**src/rtl/pipeline_freeze_controller.sv**
```systemverilog
// Per-stage freeze/flush control from hazard, SRAM-wait and branch inputs; controls are combinational
// from state+inputs (zero latency), with a SRAM wait FSM, sticky watchdog and saturating statistics.
module pipeline_freeze_controller #(
    parameter int MAX_WAIT = 16,
    parameter int CNT_W    = 16
) (
    input  logic             clk_i,
    input  logic             rst_i,
    input  logic             hazard_i,
    input  logic             mem_access_i,
    input  logic             sram_ready_i,
    input  logic             branch_taken_i,
    input  logic             cnt_clr_i,
    output logic             freeze_pc_o,
    output logic             freeze_if_id_o,
    output logic             freeze_back_o,
    output logic             flush_if_id_o,
    output logic             flush_id_exe_o,
    output logic             mem_timeout_o,
    output logic [CNT_W-1:0] stall_cnt_o,
    output logic [CNT_W-1:0] memwait_cnt_o,
    output logic [CNT_W-1:0] flush_cnt_o
);

    localparam int WW = $clog2(MAX_WAIT + 1);

    typedef enum logic [1:0] {RUN, MEM_WAIT, ERROR} state_t;

    state_t           state_q, state_d;
    logic [WW-1:0]    wait_q, wait_d;
    logic             timeout_q, timeout_d;
    logic [CNT_W-1:0] stall_q, stall_d;
    logic [CNT_W-1:0] memwait_q, memwait_d;
    logic [CNT_W-1:0] flush_q, flush_d;
    logic             mem_block;
    logic             stall_ev, memwait_ev, flush_ev;

    function automatic logic [CNT_W-1:0] cnt_next(input logic [CNT_W-1:0] cur,
                                                  input logic clr, input logic ev);
        if (clr)
            return '0;
        else if (ev && !(&cur))
            return cur + CNT_W'(1);
        else
            return cur;
    endfunction

    assign mem_block = mem_access_i & ~sram_ready_i;

    always_comb begin
        state_d        = state_q;
        wait_d         = wait_q;
        timeout_d      = timeout_q;
        freeze_pc_o    = 1'b0;
        freeze_if_id_o = 1'b0;
        freeze_back_o  = 1'b0;
        flush_if_id_o  = 1'b0;
        flush_id_exe_o = 1'b0;
        stall_ev       = 1'b0;
        memwait_ev     = 1'b0;
        flush_ev       = 1'b0;

        case (state_q)
            RUN: begin
                if (mem_block) begin
                    freeze_pc_o    = 1'b1;
                    freeze_if_id_o = 1'b1;
                    freeze_back_o  = 1'b1;
                    memwait_ev     = 1'b1;
                    state_d        = MEM_WAIT;
                    wait_d         = WW'(1);
                end else if (branch_taken_i) begin
                    // the branch squashes the hazarding instruction, so no stall is needed
                    flush_if_id_o  = 1'b1;
                    flush_id_exe_o = 1'b1;
                    flush_ev       = 1'b1;
                end else if (hazard_i) begin
                    freeze_pc_o    = 1'b1;
                    freeze_if_id_o = 1'b1;
                    flush_id_exe_o = 1'b1;
                    stall_ev       = 1'b1;
                end
            end
            MEM_WAIT: begin
                freeze_pc_o    = 1'b1;
                freeze_if_id_o = 1'b1;
                freeze_back_o  = 1'b1;
                memwait_ev     = 1'b1;
                if (sram_ready_i) begin
                    state_d = RUN;
                    wait_d  = '0;
                end else begin
                    wait_d = wait_q + WW'(1);
                    if (wait_d == WW'(MAX_WAIT)) begin
                        state_d   = ERROR;
                        timeout_d = 1'b1;
                    end
                end
            end
            ERROR: begin
                freeze_pc_o    = 1'b1;
                freeze_if_id_o = 1'b1;
                freeze_back_o  = 1'b1;
                timeout_d      = 1'b1;
            end
            default: state_d = RUN;
        endcase

        // the pipeline must see no control activity while reset is asserted
        if (rst_i) begin
            freeze_pc_o    = 1'b0;
            freeze_if_id_o = 1'b0;
            freeze_back_o  = 1'b0;
            flush_if_id_o  = 1'b0;
            flush_id_exe_o = 1'b0;
        end

        stall_d   = cnt_next(stall_q, cnt_clr_i, stall_ev);
        memwait_d = cnt_next(memwait_q, cnt_clr_i, memwait_ev);
        flush_d   = cnt_next(flush_q, cnt_clr_i, flush_ev);
    end

    always_ff @(posedge clk_i) begin
        if (rst_i) begin
            state_q   <= RUN;
            wait_q    <= '0;
            timeout_q <= 1'b0;
            stall_q   <= '0;
            memwait_q <= '0;
            flush_q   <= '0;
        end else begin
            state_q   <= state_d;
            wait_q    <= wait_d;
            timeout_q <= timeout_d;
            stall_q   <= stall_d;
            memwait_q <= memwait_d;
            flush_q   <= flush_d;
        end
    end

    assign mem_timeout_o = timeout_q;
    assign stall_cnt_o   = stall_q;
    assign memwait_cnt_o = memwait_q;
    assign flush_cnt_o   = flush_q;

endmodule
```
**config.mk**
```make
export PLATFORM = sky130hd
export DESIGN_NAME = pipeline_freeze_controller
export DESIGN_NICKNAME = d
export VERILOG_FILES = /design/src/rtl/pipeline_freeze_controller.sv
export SDC_FILE = /design/constraint.sdc
export NUM_CORES = 1
export LEC_CHECK = 0
export CAP_MARGIN = 20
export CORE_MARGIN = 3
export CORE_UTILIZATION = 45
export DETAILED_ROUTE_END_ITERATION = 10
export GPL_TIMING_DRIVEN = 0
export MAX_ROUTING_LAYER = met4
export PLACE_DENSITY = 0.72
export SETUP_SLACK_MARGIN = 0.3
export SLEW_MARGIN = 20
export SYNTH_ARGS = -nofsm -noshare
export SYNTH_HDL_FRONTEND = slang
export SYNTH_SLANG_ARGS = --single-unit
```
**constraint.sdc**
```tcl
create_clock -name clk_i -period 2.7 [get_ports clk_i]
set_input_delay 0.54 -clock clk_i [delete_from_list [all_inputs] [get_ports clk_i]]
set_output_delay 0.54 -clock clk_i [all_outputs]
set_load 0.02 [all_outputs]
```
# == Yosys cells after proc, flatten, opt, wreduce, memory -nomap -nowiden ==
# Cells that the tools add are included.
# totals
mem_bits_ro,0
input_bits,7
out_inout_bits,54
latchBits,0
regBits,56
mem_bits_rw,0
memories,0
# op_classes
n_div,0
n_shift,0
n_mux,29
n_addsub,4
n_bitwise,3
n_mul,0
magnitude_cmp,0
eq_ne,7
reduce_logical,17
# ops
operator,count
$add A16 B1 Y16 const B,3
$reduce_and A16 Y1,3
$mux W1,18
$mux W5,2
$pmux W5 S2,1
$pmux W1 S2,4
$mux W2,3
$ne A2 B2 Y1 const B,3
$pmux W2 S3,1
$reduce_and A3 Y1,2
$add A5 B1 Y5 const B,1
$eq A5 B5 Y1 const B,1
$reduce_bool A2 Y1,2
$reduce_or A2 Y1,2
$logic_and A1 B1 Y1,3
$logic_not A1 Y1,3
$ne A3 B3 Y1 const B,1
$eq A2 B1 Y1 const B,1
$eq A2 B2 Y1 const B,1
$logic_not A2 Y1,1
$not A1 Y1,2
$reduce_and A2 Y1,1
$and A1 B1 Y1,1

# == Logic depth before layout (Yosys ltp) ==
# depth
depth_word,5
mapped_depth,8
ltp_nobuf,7

# == Worst setup path before layout ==
# OpenSTA, ideal clock, no wires.
# synth_timing
path_kind,flip-flop to output port
start,reg state_q[0]
end,out freeze_pc_o
path_stages_with_launch,7
setup_slack_ns,0.553
t_arrival_ns,1.607
path_cell_list,dfxtp_1 > inv_1 > ha_1 > and3b_1 > o21a_1 > a21o_1 > buf_4
# synth_via
elab_chain_len,4
word_cells_on_any_way,6
cone_classes,eq/ne: 2; mux: 2; reduce/logical: 2
# synth_lines
item,line_no,rtl
"start, declared",29,"state_t state_q, state_d;"
"start signal, assigned",132,state_q <= state_d;
$eq A2 B1 Y1 or $eq A2 B2 Y1 (tied branches),n/a,
$reduce_or A2 Y1 (no line),n/a,
$pmux W1 S2 *,n/a,
$mux W1 *,n/a,
"end, declared",14,"output logic freeze_pc_o,"
# Mark *: on every way between the ends. The rest lies on a longest branch, timed or not.

# == Final worst setup path ==
# layout_timing
start,in rst_i
end,out flush_id_exe_o
# layout_via
elab_chain_len,1
# layout_lines
item,line_no,rtl
"start, declared",8,"input logic rst_i,"
$mux W1,110,if (rst_i) begin
"end, declared",18,"output logic flush_id_exe_o,"
# Every way passes these cells.

==> flow_summary.toml <==
[die]
row_count = 28
dieArea_um2 = 7459
core_area_um2 = 6096
ioPinCount = 61
die_w_um = 86.37
die_y_um = 86.37
start_util_pct = 47.68

[run]
maxCapViolations = 0

[power_and_ir_drop]
p_per_area_nw_per_um2 = 427.3
design_power_total_uw = 1603
p_leak_uw = 0.001221
peakVddDrop_mv = 0.2189

[timing]
period_needed_ps = 2375
worst_pin_slew_ps = 713.1
finalMaxSlewViolations = 0
finalHoldViolations = 0
rsz0062_at_grt = "yes"
period_share_pct = 87.96
finalSetupViolCount = 0
setup_ws_ps = 325.0
slew_headroom_pct = 52.20
skew_ps = 13.67
fmaxAchievable_mhz = 421.1

[clocking]
cts_num_sinks = 56
cts-buffers-inserted = 5
path_clk_slew_ps = 90
clkLatencyLatePin_ps = 320
root_buffer = "clkbuf_8"
cts_max_path_buffers = 2
cts_tree = "built"
htreeDepth = 2

[placed_design]
pre_cts_ws_ps = -337.0
finalWeightedCongestion = 0.9606
dp.cells = 480
io_buffers = 60
dp_hpwl_um = 5270

[synth]
ys_seq_area_share_pct = 38.57
post-synth-top-count-cell = "dfxtp_1"
synth_fp_nets = 360
synth_area_leader_cell = "dfxtp_1"
synth_top_area_share_pct = 38.57
synth_ff_type = "dfxtp_1"
avgSynthCellArea_um2 = 8.425
synthTopCellsByArea = "dfxtp_1, xnor2_1, nor2_1"
synthCells = 345
syn-cell-area_um2 = 2907
synth-seq-cells = 56
synth_cell_types = 53
synth_edf_count = 0
async_reset_ff_share_pct = 0
synth_warnings = 0
netlist_top_cells_count = "dfxtp_1, nor2_1, xnor2_1"

[final_layout]
nets = 431
stdcell_count = 492
drive_gt1_share_pct = 9.353
area_delta_synth_final_pct = 29.10
insertedDiodeCount = 0

[global_route]
grt-ovfl-total = 0
grt_pass1_vias = 2553
antenna_found_initial = 0
grt_max_degree = 17
grt_pass1_wl_um = 12120
globalRouteTotalUtil_pct = 20.48

[hold_path]
hold_start = "mem_timeout_o"
hold_path_class = "reg2reg"

[route]
ant_nets = 0
dr.first_iter.drc_count = 161
dr_total_vias = 2822
wl_per_cell_um = 15.00
postRouteWirelength_um = 7382
firstDrtPassIters = 4
drc = 0
vias_per_cell = 5.736

[setup_path]
arrival_ps = 1830
required_ps = 2160
path_class = "in2out"
endpoint_kind = "output port"
crit_fanout = 10
timing.rr.start = "state_q[0]"
startpoint = "rst_i"
critPathLaunchType = "primary input"

[status]
status = "finished clean"
==> layout by cell type, fill, tap and decap left out, types with 3 or more instances in the layout <==
cell type | netlist | routed
buf_2 | 4 | 5
xor2_1 | 4 | 4
and4_1 | 7 | 7
nor3_1 | 17 | 16
a31oi_1 | 5 | 5
mux2i_1 | 3 | 3
nor4_1 | 8 | 8
nand3_1 | 19 | 18
dfxtp_1 | 56 | 54
and3_1 | 6 | 6
a311oi_1 | 3 | 3
ha_1 | 8 | 7
dlygate4sd2_1 | 0 | 5
nand2b_1 | 5 | 4
nand2_1 | 24 | 24
o21ai_0 | 10 | 10
nor2_1 | 52 | 52
buf_4 | 1 | 4
clkdlybuf4s50_1 | 0 | 52
nor3_2 | 2 | 3
a21oi_1 | 16 | 16
a211oi_1 | 9 | 9
clkbuf_8 | 0 | 6
xnor2_1 | 25 | 25
clkbuf_1 | 6 | 6
inv_1 | 9 | 9
nand4_1 | 10 | 10
==> worst max-delay path, cell delays in order <==
cell,delay [ps]
clkdlybuf4s50_1,480
clkbuf_2,240
nor3_2,280
clkdlybuf4s15_2,300
==> stage by stage <==
step                TNS [ps]  area [um2]  utilization [%]  hold WS [ps]
floorplan                  0        2907                -         450.5
global route               0        3752            61.56         537.3
global placement       -1079        3601            59.07         476.7
finish                     0        3752            61.56         509.7
CTS                        0        3735            61.27         513.4
detailed placement    -886.4        3601            59.07         485.0
==> routing by layer <==
layer / vias to the layer above / global-route usage (%) / routed length [um]
met5: - / - / 0
met4: 0 / 5.524 / 89
met3: 9 / 3.422 / 331
met2: 82 / 30.88 / 3353
met1: 1336 / 28.44 / 3607
li1: 1395 / - / -
==> path summary, 6_finish.rpt <==
path / to / depth (start not counted) / slack, ps
max: flush_id_exe_o / 4 / 330
min: mem_timeout_o / 2 / 510
max reg2reg: stall_cnt_o[14] / 8 / 680
min reg2reg: mem_timeout_o / 2 / 510
==> registers in the layout, indices dropped and copies added, names as in the netlist <==
register	flops
state_q	2
wait_q	5
flush_cnt_o	16
stall_cnt_o	16
memwait_cnt_o	16
mem_timeout_o	1
==> final cells by class <==
type,instances,area (um2)
Buffer,11,51.30
Clock buffer,7,86.33
Clock inverter,1,7.507
Fill cell,551,2344
Inverter,9,33.78
Multi-Input combinational cell,269,1728
Sequential cell,56,1124
Tap cell,75,93.84
Timing Repair Buffer,64,628.1
==> repair_timing <==
action                     CTS  global route
hold buffers                 0             0
gates resized for setup     22             4
setup endpoints to repair    5             4
setup buffers                3             1
==> kinds of logic after synthesis <==
kind of cell | count (synthesis) | share of synthesized area, %
XOR/XNOR | 29 | 8.739
adder cells (fa/ha/maj) | 8 | 3.444
AND/OR/NAND/NOR | 167 | 29.96
multiplexers | 3 | 1.033
AO/OA/AOI/OAI | 62 | 15.37
buffers and inverters | 20 | 2.884
flip-flops | 56 | 38.57
==> power breakdown <==
group	switching, uW	total (uW)	internal (uW)
Combinational	161	267	106
Sequential	12.5	850	837
Clock	277	486	209
Total	451	1600	1150
Power figures use the tool's default switching activity.
